`src/rtl/mem_queue_stage_if.sv`:
```
// mem_queue_stage_if: shared memory-op types plus the EX/WB/MMU signal bundle of mem_queue_stage.
package mem_queue_pkg;
    typedef enum logic [1:0] {
        MEM_NOP    = 2'd0,
        MEM_LOAD_S = 2'd1,
        MEM_LOAD_U = 2'd2,
        MEM_STORE  = 2'd3
    } mem_type_t;
    typedef enum logic [1:0] {
        MEM_BYTE = 2'd0,
        MEM_HALF = 2'd1,
        MEM_WORD = 2'd2
    } mem_size_t;
endpackage

interface mem_queue_stage_if;
    import mem_queue_pkg::*;
    logic        flush;
    logic        ex_valid;
    logic        ex_both_ready;
    logic [31:0] ex_pc;
    logic [31:0] ex_result;
    logic [4:0]  ex_dest;
    logic [31:0] ex_addr;
    mem_type_t   ex_mem_type;
    mem_size_t   ex_mem_size;
    logic        ex_got_data_ok;
    logic [31:0] ex_ld_data;
    logic        mem_ready;
    logic        mem_stall;
    logic        allowout;
    logic        mem_valid;
    logic [31:0] mem_pc;
    logic [31:0] mem_result;
    logic [4:0]  mem_dest;
    logic        mem_forwardable;
    logic        mmu_data_ok;
    logic [31:0] mmu_rdata;

    modport master (
        output flush, ex_valid, ex_both_ready, ex_pc, ex_result, ex_dest, ex_addr,
               ex_mem_type, ex_mem_size, ex_got_data_ok, ex_ld_data, allowout,
               mmu_data_ok, mmu_rdata,
        input  mem_ready, mem_stall, mem_valid, mem_pc, mem_result, mem_dest, mem_forwardable
    );
    modport slave (
        input  flush, ex_valid, ex_both_ready, ex_pc, ex_result, ex_dest, ex_addr,
               ex_mem_type, ex_mem_size, ex_got_data_ok, ex_ld_data, allowout,
               mmu_data_ok, mmu_rdata,
        output mem_ready, mem_stall, mem_valid, mem_pc, mem_result, mem_dest, mem_forwardable
    );
endinterface

```
`src/rtl/mem_queue_stage.sv`:
```
// mem_queue_stage: in-order DEPTH-entry MEM queue between EX and WB with load extraction and
// flush-safe response accounting. Define MEM_QUEUE_BYPASS_EN to let a head that receives its
// data_ok this cycle complete and retire in the same cycle.
module mem_queue_stage
    import mem_queue_pkg::*;
#(
    parameter int DEPTH = 4
) (
    input logic              clk,
    input logic              resetn,
    mem_queue_stage_if.slave bus
);
    localparam int PW = $clog2(DEPTH);
    localparam int CW = PW + 1;

    typedef struct packed {
        logic [31:0] pc;
        logic [31:0] result;
        logic [4:0]  dest;
        logic [1:0]  addr;
        mem_type_t   mtype;
        mem_size_t   msize;
        logic [31:0] data;
    } entry_t;

    entry_t           entry_q [DEPTH];
    entry_t           entry_d [DEPTH];
    logic [DEPTH-1:0] valid_q, valid_d, done_q, done_d;
    logic [PW-1:0]    head_q, head_d, tail_q, tail_d;
    logic [CW-1:0]    count_q, count_d, discard_q, discard_d;

    logic [PW-1:0]    idx, oldest;
    logic             found;
    logic [CW-1:0]    n_wait;
    entry_t           hd;
    logic             rsp_live, bypass, retire, enq, sgn, is_load;
    logic [31:0]      raw, ld_val;
    logic [7:0]       byte_v;
    logic [15:0]      half_v;
    logic             unused_addr_hi;

    assign unused_addr_hi = ^bus.ex_addr[31:2];

    // Find the oldest waiting entry for response routing and count waiting entries for flushes.
    always_comb begin
        idx    = head_q;
        oldest = head_q;
        found  = 1'b0;
        n_wait = '0;
        for (int i = 0; i < DEPTH; i++) begin
            idx = head_q + PW'(i);
            if (!found && valid_q[idx] && !done_q[idx]) begin
                found  = 1'b1;
                oldest = idx;
            end
            n_wait = n_wait + CW'(valid_q[i] & ~done_q[i]);
        end
    end

    // Head completion, load extraction and handshake outputs.
    always_comb begin
        hd       = entry_q[head_q];
        rsp_live = bus.mmu_data_ok && (discard_q == '0);
`ifdef MEM_QUEUE_BYPASS_EN
        bypass   = rsp_live && valid_q[head_q] && !done_q[head_q];
`else
        bypass   = 1'b0;
`endif
        raw      = bypass ? bus.mmu_rdata : hd.data;
        byte_v   = raw[{hd.addr, 3'b000} +: 8];
        half_v   = hd.addr[1] ? raw[31:16] : raw[15:0];
        sgn      = hd.mtype == MEM_LOAD_S;
        is_load  = sgn || hd.mtype == MEM_LOAD_U;
        ld_val   = hd.msize == MEM_BYTE ? {{24{sgn & byte_v[7]}}, byte_v}
                 : hd.msize == MEM_HALF ? {{16{sgn & half_v[15]}}, half_v} : raw;
        bus.mem_valid       = valid_q[head_q] && (done_q[head_q] || bypass) && !bus.flush;
        retire              = bus.mem_valid && bus.allowout;
        bus.mem_ready       = ({1'b0, count_q} + {1'b0, discard_q} < (CW+1)'(DEPTH)) || retire;
        bus.mem_stall       = !bus.mem_ready;
        enq                 = bus.ex_valid && bus.ex_both_ready && bus.mem_ready && !bus.flush;
        bus.mem_pc          = hd.pc;
        bus.mem_dest        = hd.dest;
        bus.mem_result      = is_load ? ld_val : hd.result;
        bus.mem_forwardable = valid_q[head_q] && hd.mtype == MEM_NOP;
    end

    // Next queue state: flush accounting, response routing, retire, then enqueue (may reuse the retired slot).
    always_comb begin
        valid_d   = valid_q;
        done_d    = done_q;
        entry_d   = entry_q;
        head_d    = head_q;
        tail_d    = tail_q;
        count_d   = count_q;
        discard_d = discard_q;
        if (bus.flush) begin
            valid_d   = '0;
            head_d    = '0;
            tail_d    = '0;
            count_d   = '0;
            discard_d = discard_q + n_wait - CW'(bus.mmu_data_ok);
        end else begin
            if (bus.mmu_data_ok && !rsp_live) discard_d = discard_q - CW'(1);
            if (rsp_live && found) begin
                done_d[oldest]       = 1'b1;
                entry_d[oldest].data = bus.mmu_rdata;
            end
            if (retire) begin
                valid_d[head_q] = 1'b0;
                head_d          = head_q + PW'(1);
            end
            if (enq) begin
                valid_d[tail_q] = 1'b1;
                done_d[tail_q]  = bus.ex_mem_type == MEM_NOP || bus.ex_got_data_ok;
                entry_d[tail_q] = '{pc: bus.ex_pc, result: bus.ex_result, dest: bus.ex_dest,
                                    addr: bus.ex_addr[1:0], mtype: bus.ex_mem_type,
                                    msize: bus.ex_mem_size, data: bus.ex_ld_data};
                tail_d          = tail_q + PW'(1);
            end
            count_d = count_q + CW'(enq) - CW'(retire);
        end
    end

    // Occupancy and accounting state; cleared asynchronously on reset.
    always_ff @(posedge clk or negedge resetn) begin
        if (!resetn) begin
            valid_q   <= '0;
            done_q    <= '0;
            head_q    <= '0;
            tail_q    <= '0;
            count_q   <= '0;
            discard_q <= '0;
        end else begin
            valid_q   <= valid_d;
            done_q    <= done_d;
            head_q    <= head_d;
            tail_q    <= tail_d;
            count_q   <= count_d;
            discard_q <= discard_d;
        end
    end

    // Payload storage, deliberately not reset.
    always_ff @(posedge clk) begin
        entry_q <= entry_d;
    end
endmodule

```
`src/flat_wrapper.sv`:
```
// flat-port wrapper written by rule: the top's interface ports become plain ports
module mem_queue_stage_flat import mem_queue_pkg::*;
#(
    parameter int DEPTH = 4
)
  (clk, resetn, bus_flush, bus_ex_valid, bus_ex_both_ready, bus_ex_pc, bus_ex_result, bus_ex_dest, bus_ex_addr, bus_ex_mem_type, bus_ex_mem_size, bus_ex_got_data_ok, bus_ex_ld_data, bus_allowout, bus_mmu_data_ok, bus_mmu_rdata, bus_mem_ready, bus_mem_stall, bus_mem_valid, bus_mem_pc, bus_mem_result, bus_mem_dest, bus_mem_forwardable);
  mem_queue_stage_if bus_i ();
  input logic clk;
  input logic resetn;
  input wire logic [$bits(bus_i.flush)-1:0] bus_flush;
  input wire logic [$bits(bus_i.ex_valid)-1:0] bus_ex_valid;
  input wire logic [$bits(bus_i.ex_both_ready)-1:0] bus_ex_both_ready;
  input wire logic [$bits(bus_i.ex_pc)-1:0] bus_ex_pc;
  input wire logic [$bits(bus_i.ex_result)-1:0] bus_ex_result;
  input wire logic [$bits(bus_i.ex_dest)-1:0] bus_ex_dest;
  input wire logic [$bits(bus_i.ex_addr)-1:0] bus_ex_addr;
  input wire logic [$bits(bus_i.ex_mem_type)-1:0] bus_ex_mem_type;
  input wire logic [$bits(bus_i.ex_mem_size)-1:0] bus_ex_mem_size;
  input wire logic [$bits(bus_i.ex_got_data_ok)-1:0] bus_ex_got_data_ok;
  input wire logic [$bits(bus_i.ex_ld_data)-1:0] bus_ex_ld_data;
  input wire logic [$bits(bus_i.allowout)-1:0] bus_allowout;
  input wire logic [$bits(bus_i.mmu_data_ok)-1:0] bus_mmu_data_ok;
  input wire logic [$bits(bus_i.mmu_rdata)-1:0] bus_mmu_rdata;
  output wire logic [$bits(bus_i.mem_ready)-1:0] bus_mem_ready;
  output wire logic [$bits(bus_i.mem_stall)-1:0] bus_mem_stall;
  output wire logic [$bits(bus_i.mem_valid)-1:0] bus_mem_valid;
  output wire logic [$bits(bus_i.mem_pc)-1:0] bus_mem_pc;
  output wire logic [$bits(bus_i.mem_result)-1:0] bus_mem_result;
  output wire logic [$bits(bus_i.mem_dest)-1:0] bus_mem_dest;
  output wire logic [$bits(bus_i.mem_forwardable)-1:0] bus_mem_forwardable;
  assign bus_i.flush = bus_flush;
  assign bus_i.ex_valid = bus_ex_valid;
  assign bus_i.ex_both_ready = bus_ex_both_ready;
  assign bus_i.ex_pc = bus_ex_pc;
  assign bus_i.ex_result = bus_ex_result;
  assign bus_i.ex_dest = bus_ex_dest;
  assign bus_i.ex_addr = bus_ex_addr;
  assign bus_i.ex_mem_type = bus_ex_mem_type;
  assign bus_i.ex_mem_size = bus_ex_mem_size;
  assign bus_i.ex_got_data_ok = bus_ex_got_data_ok;
  assign bus_i.ex_ld_data = bus_ex_ld_data;
  assign bus_i.allowout = bus_allowout;
  assign bus_i.mmu_data_ok = bus_mmu_data_ok;
  assign bus_i.mmu_rdata = bus_mmu_rdata;
  assign bus_mem_ready = bus_i.mem_ready;
  assign bus_mem_stall = bus_i.mem_stall;
  assign bus_mem_valid = bus_i.mem_valid;
  assign bus_mem_pc = bus_i.mem_pc;
  assign bus_mem_result = bus_i.mem_result;
  assign bus_mem_dest = bus_i.mem_dest;
  assign bus_mem_forwardable = bus_i.mem_forwardable;
  mem_queue_stage #(.DEPTH(DEPTH)) u_core (.clk(clk), .resetn(resetn), .bus(bus_i));
endmodule
```
`config.mk`:
```
export PLATFORM = sky130hd
export DESIGN_NAME = mem_queue_stage_flat
export DESIGN_NICKNAME = d
export VERILOG_FILES = /design/src/rtl/mem_queue_stage_if.sv /design/src/rtl/mem_queue_stage.sv /design/src/flat_wrapper.sv
export SDC_FILE = /design/constraint.sdc
export NUM_CORES = 1
export LEC_CHECK = 0
export BUFFER_PORTS_ARGS = -buffer_cell sky130_fd_sc_hd__buf_2
export CAP_MARGIN = 20
export CORE_MARGIN = 2
export CORE_UTILIZATION = 55
export CTS_BUF_LIST = sky130_fd_sc_hd__clkbuf_2
export DETAILED_ROUTE_END_ITERATION = 7
export PLACE_DENSITY = 0.71
export SYNTH_ARGS = -nofsm -noshare
export SYNTH_HDL_FRONTEND = slang
export SYNTH_SLANG_ARGS = --single-unit
```
`constraint.sdc`:
```
create_clock -name clk -period 8 [get_ports clk]
set_input_delay 1.2 -clock clk [delete_from_list [all_inputs] [get_ports clk]]
set_output_delay 1.2 -clock clk [all_outputs]
set_load 0.01 [all_outputs]
```
Yosys cells after proc, flatten, opt, wreduce, memory -nomap -nowiden
Cells that the tools add are included.
Word-level totals
  register bits after elaboration: 446
  input port bits: 177
  output and inout bits: 73
Operators by class
  $add $sub $neg: 13
  $lt $le $gt $ge: 15
  equality and inequality tests: 3
  shifts and indexed selects: 1
  muxes and demuxes: 60
  bitwise operators: 17
  reductions and logical operators: 42
Operator list (count)
  two-way mux 428 bit: 3
  bitwise mux 428 bit: 2
  demux 107 bit (select 2 bit): 2
  two-way mux 107 bit: 3
  binary-select mux 107 bit (select 2 bit): 1
  two-way mux 32 bit: 4
  variable part select 32 x 6 -> 8 bit: 1
  two-way mux 4 bit: 7
  logical AND 1 bit: 22
  less-than comparator 2 x 3 -> 1 bit, second input constant: 6
  binary-select mux 1 bit (select 2 bit): 8
  two-way mux 16 bit: 1
  two-way mux 1 bit: 15
  two-way mux 2 bit: 7
  adder 3 bit: 4
  bitwise AND 1 x 3 -> 3 bit: 4
  inverter 1 -> 3 bit: 4
  logical NOT 1 bit: 10
  greater-or-equal comparator 3 bit, second input constant: 3
  two-way mux 3 bit: 3
  inverter 2 -> 3 bit: 3
  OR 4 bit: 2
  demux 1 bit (select 2 bit): 3
  greater-or-equal comparator 2 x 1 -> 1 bit, second input constant: 3
  18 further kinds: 30

Depth between registers and ports, before layout
  depth in word-level cells: 27
  mapped depth: 17
  gate-level depth less buffers: 10

Least setup slack after synthesis
OpenSTA, ideal clock, no wires.
  path type: input to output
  from: input port bus_flush
  to: output port bus_mem_ready
  arrival: 5.714 ns
  path slack: 1.086 ns
  cell stages on the path: 4
  path buffers: 1
  cell sequence: clkbuf_1 clkinv_1 a21boi_0 inv_1
On the way
  longest elaborated chain between the ends: 4
RTL lines
  start: declaration: RTL line flat_wrapper.sv:10  | input wire logic [$bits(bus_i.flush)-1:0] bus_flush;
  logical NOT 1 bit: RTL line mem_queue_stage.sv:76  | bus.mem_valid = valid_q[head_q] && (done_q[head_q] || bypass) && !bus.flush;
  logical AND 1 bit: RTL line mem_queue_stage.sv:76
  logical AND 1 bit: RTL line mem_queue_stage.sv:77  | retire = bus.mem_valid && bus.allowout;
  logical OR 1 bit: RTL line mem_queue_stage.sv:78  | bus.mem_ready = ({1'b0, count_q} + {1'b0, discard_q} < (CW+1)'(DEPTH)) || retire;
  end: declaration: RTL line flat_wrapper.sv:24  | output wire logic [$bits(bus_i.mem_ready)-1:0] bus_mem_ready;
Every way passes these cells.

Worst setup path in the final report
  from: register u_core.head_q[0]
  to: output port bus_mem_result[30]
On the way
  longest elaborated chain between the ends: 9
  elaborated cells between the ends (all ways): 16
  classes of those cells: eq/ne (3); shift (1); mux (7); bitwise (3); reduce/logical (2)
RTL lines
  start: declaration: RTL line mem_queue_stage.sv:29  | logic [PW-1:0] head_q, head_d, tail_q, tail_d;
  start signal: assignment: RTL line mem_queue_stage.sv:129  | head_q <= '0;
  start signal: assignment: RTL line mem_queue_stage.sv:136  | head_q <= head_d;
  inverter 2 -> 3 bit (not written as such) (*): RTL line mem_queue_stage.sv:62  | hd = entry_q[head_q];
  binary-select mux 107 bit (select 2 bit) (*): RTL line mem_queue_stage.sv:62
  two-way mux 107 bit (not written as such) (*) (2 in a row): RTL line mem_queue_stage.sv:62
  branches (longest 4 deep; another with variable part select 32 x 6 -> 8 bit)
  two-way mux 32 bit (*): RTL line mem_queue_stage.sv:83  | bus.mem_result = is_load ? ld_val : hd.result;
  end: declaration: RTL line flat_wrapper.sv:28  | output wire logic [$bits(bus_i.mem_result)-1:0] bus_mem_result;
Mark *: on every way between the ends. The select of a mux whose other input is x is not followed.

==> flow_summary_export.csv <==
group,metric,value,unit
global_routing,grt_antenna_before_repair,20,
detailed_routing,avgRoutedWirePerCell,25.12,µm
finish,drive_gt1_share,27.30,%
critical_path,worst-setup-path-type,"flip-flop to output pin",
cts,clockBufferDepth,3,
min_path,worstHoldPathType,"input pin to flip-flop",
synth,netlist-cell-type-count,70,
job,max-cap-violations,0,
sta,unrepaired_setup_endpoints_after_global_routing,"false",
sta,timing_max_transition_violations_final,0,
synth,synth_cells,1862,
detailed_routing,routed_via_density,6.645,
finish,layout-area-overhead-vs-synth,10.25,%
critical_path,worst_ep_required_time,6.80,ns
sta,final.period_utilization,77.30,%
sta,setup_violating_endpoint_count_in_the_final_report,0,
critical_path,top_cell_by_count_worst_path,"sky130_fd_sc_hd__mux4_2",
synth,yosysWarnings,0,
detailed_routing,route.detailed.drc,0,
critical_path,critical_path.cell_chain,"buf_12 > mux4_2 > mux4_2 > and2_1 > o211ai_2 > nand2_1 > buf_2",
finish,most_common_cell_after_layout_fill_and_taps_aside,"sky130_fd_sc_hd__edfxtp_1",
outcome,result_of_the_run,"finished clean",
place,routabilityCongestion,0.8746,
sta,worst_hold_slack,0.3913,ns
detailed_routing,firstDrtPassIters,6,
floorplanning,coreArea,41760,µm²
floorplanning,io-pin-count,250,
floorplanning,floorplan.die_area,43690,µm²
cts,cts_made_buffers,114,
critical_path,category_of_the_worst_setup_path_capture_point,"output pin",
synth,syn_nets,2061,
power_and_ir_drop,total_power,5.184,mW
sta,max_clock_freq,0.1617,GHz
global_routing,pin_count_of_the_biggest_net_entering_global_routing,302,
detailed_routing,detailedRoute.firstIterationViolations,2651,
cts,cts.root.buffer_cell,"sky130_fd_sc_hd__clkbuf_2",
global_routing,globalRouteTotalUtil,30.58,%
critical_path,critical_path.startpoint_type,"flip-flop",
floorplanning,die_h,209.0,µm
synth,ys_async_sr_fraction,4.036,%
sta,final_report_hold_violation_count,0,
finish,finish.utilization,61.04,%
critical_path,critical_path.max_fanout,51,
power_and_ir_drop,total_power_divided_by_cell_area,203.4,nW/µm²
finish,final_cell_mix,"428 x sky130_fd_sc_hd__edfxtp_1, 302 x sky130_fd_sc_hd__and3_1, 219 x sky130_fd_sc_hd__buf_2",
sta,post-route-min-period,6.184,ns
detailed_routing,num_vias,17720,
cts,cts.sinks,446,
global_routing,grt_pass1_wl,102000,µm
synth,ys_seq_elements,446,
detailed_routing,routed_wirelength,67000,µm
global_routing,gr-total-overflow,0,
critical_path,critical_path.slowest_cell,"sky130_fd_sc_hd__dfrtp_4",
synth,post_synth_instance_area,23120,µm²
sta,timing.max_slew.rel_slack,27.98,%
cts,cts.htree.levels,3,
critical_path,critical-path-max-stage-delay,1.02,ns
power_and_ir_drop,maximum_vdd_ir_drop,135.6,µV
synth,synth-main-ff-cell,"sky130_fd_sc_hd__edfxtp_1",
sta,post_route_setup_tns,0,ns
place,post_dp_hpwl,37040,µm
cts,tritoncts,"yes",
sta,timing_worst_slew_pin_value,1.076,ns
cts,clk_pin_slew_worst_paths,0.09,ns
critical_path,worst_ep_arrival_time,4.98,ns
floorplanning,number_of_placement_rows,75,
place,place.port_buffers,219,
sta,clock_skew,0.1315,ns
synth,synth_seq_area_share,57.54,%
cts,clkLatencyLatePin,1.18,ns
floorplanning,die_width,209.0,µm
floorplanning,start_util,55.36,%
power_and_ir_drop,cellLeakagePower,10.27,nW
synth,synth_enable_flop_cells,428,
detailed_routing,antenna_violating_nets_post_route,0,
finish,finish.net_count,2234,
global_routing,first_global_vias,17440,
synth,syn_avg_cell_area,12.42,µm²
==> per-layer routing <==
metal,global-route usage [%],up-vias,wire length [µm]
met5,0,-,110
met4,14.38,16,2448
met3,9.273,187,8188
met2,46.38,1228,31510
met1,40.75,8621,24750
li1,-,7671,-
==> synth_stat cells, drive strengths merged (3+ instances only) <==
master | count | area [µm²]
edfxtp | 428 | 12850
and3 | 303 | 1896
o21ai | 157 | 785.8
nor2 | 147 | 554.3
a21oi | 134 | 670.6
a31oi | 133 | 832.1
clkbuf | 131 | 496.7
mux4 | 112 | 2522
nand2 | 67 | 261.5
buf | 55 | 297.8
inv | 32 | 120.1
dfrtp | 18 | 450.4
ha | 18 | 225.2
mux2i | 17 | 170.2
o211ai | 14 | 110.1
o21a | 8 | 60.06
nor3b | 6 | 45.04
a211oi | 5 | 50.05
nand3 | 5 | 25.02
nand3b | 5 | 37.54
xnor2 | 5 | 43.79
a2bb2oi | 4 | 35.03
a31o | 4 | 35.03
fa | 4 | 80.08
nor2b | 4 | 32.53
and2 | 3 | 18.77
nand2b | 3 | 21.27
o221ai | 3 | 26.28
==> sequential cells by signal (all words and copies together) (netlist names) <==
signal and cells:
u_core.count_q 3, u_core.discard_q 3, u_core.done_q 4, u_core.entry_q 428, u_core.head_q 2, u_core.tail_q 2
u_core.valid_q 4
==> logic make-up (layout without fill, tap and decap cells) <==
kind of cell               after synthesis  after routing  share of synthesized area, %
adders and majority gates               22             22                         1.321
DFF                                    446            446                         57.54
and+or+nand+nor                        554            554                         12.98
AOI/OAI and AO/OA                      483            483                         12.18
buffers and inverters                  219            474                         3.972
muxes                                  131            131                         11.74
xor gates and xnor gates                 7              7                        0.2652
other                                    0             11                             0
==> repair_timing <==
| item | in CTS | in global routing |
|---|---|---|
| endpoints found under the hold margin | 18 | 0 |
| hold buffers | 1 | 0 |
| gates resized for setup | 0 | 0 |
| setup buffers | 0 | 0 |
==> critical path: cells and delay by family (launching register included) <==
family                 cells  cell delay, ns
AO/OA/AOI/OAI              1            0.59
buffers and inverters      2            0.63
flip-flops                 1            1.02
multiplexers               2            1.11
AND/OR/NAND/NOR            2            0.47
==> power by group <==
group	leakage, nW	internal (mW)	total, mW	switching (mW)
Clock	0.772	0.577	1.54	0.962
Combinational	4.99	0.297	0.923	0.626
Sequential	4.51	2.67	2.72	0.0528
==> path summary, 6_finish.rpt <==
kind,startpoint,endpoint,slack [ns],cells after the start
min in group asynchronous,resetn,u_core.valid_q[1],0.58,2
min reg2reg,u_core.valid_q[3],u_core.valid_q[3],0.57,1
min,bus_ex_result[8],u_core.entry_q[372],0.39,2
max reg2reg,u_core.head_q[0],u_core.entry_q[350],2.86,9
max in group asynchronous,resetn,u_core.head_q[1],7.06,2
max,u_core.head_q[0],bus_mem_result[30],1.82,7
==> area by class of cell <==
class                   count  area [µm²]
clock inverters            25       126.4
repair buffers            243        1374
fillers                  3422       16270
inverters                  33       136.4
well taps                 539       674.4
diodes                     11       27.53
flip-flops and latches    446       13310
multi-input cells        1197        8974
clock buffers             173       865.8
==> stage by stage <==
stage               cells  cell area (µm²)  setup slack (ns)
floorplan            1862            23120             1.086
global placement     2455            24410             2.938
detailed placement   2455            24410             2.886
CTS                  2654            25410             1.737
global route         2664            25480             1.543
finish               2667            25490             1.816
(Power assumes the default switching activity.)
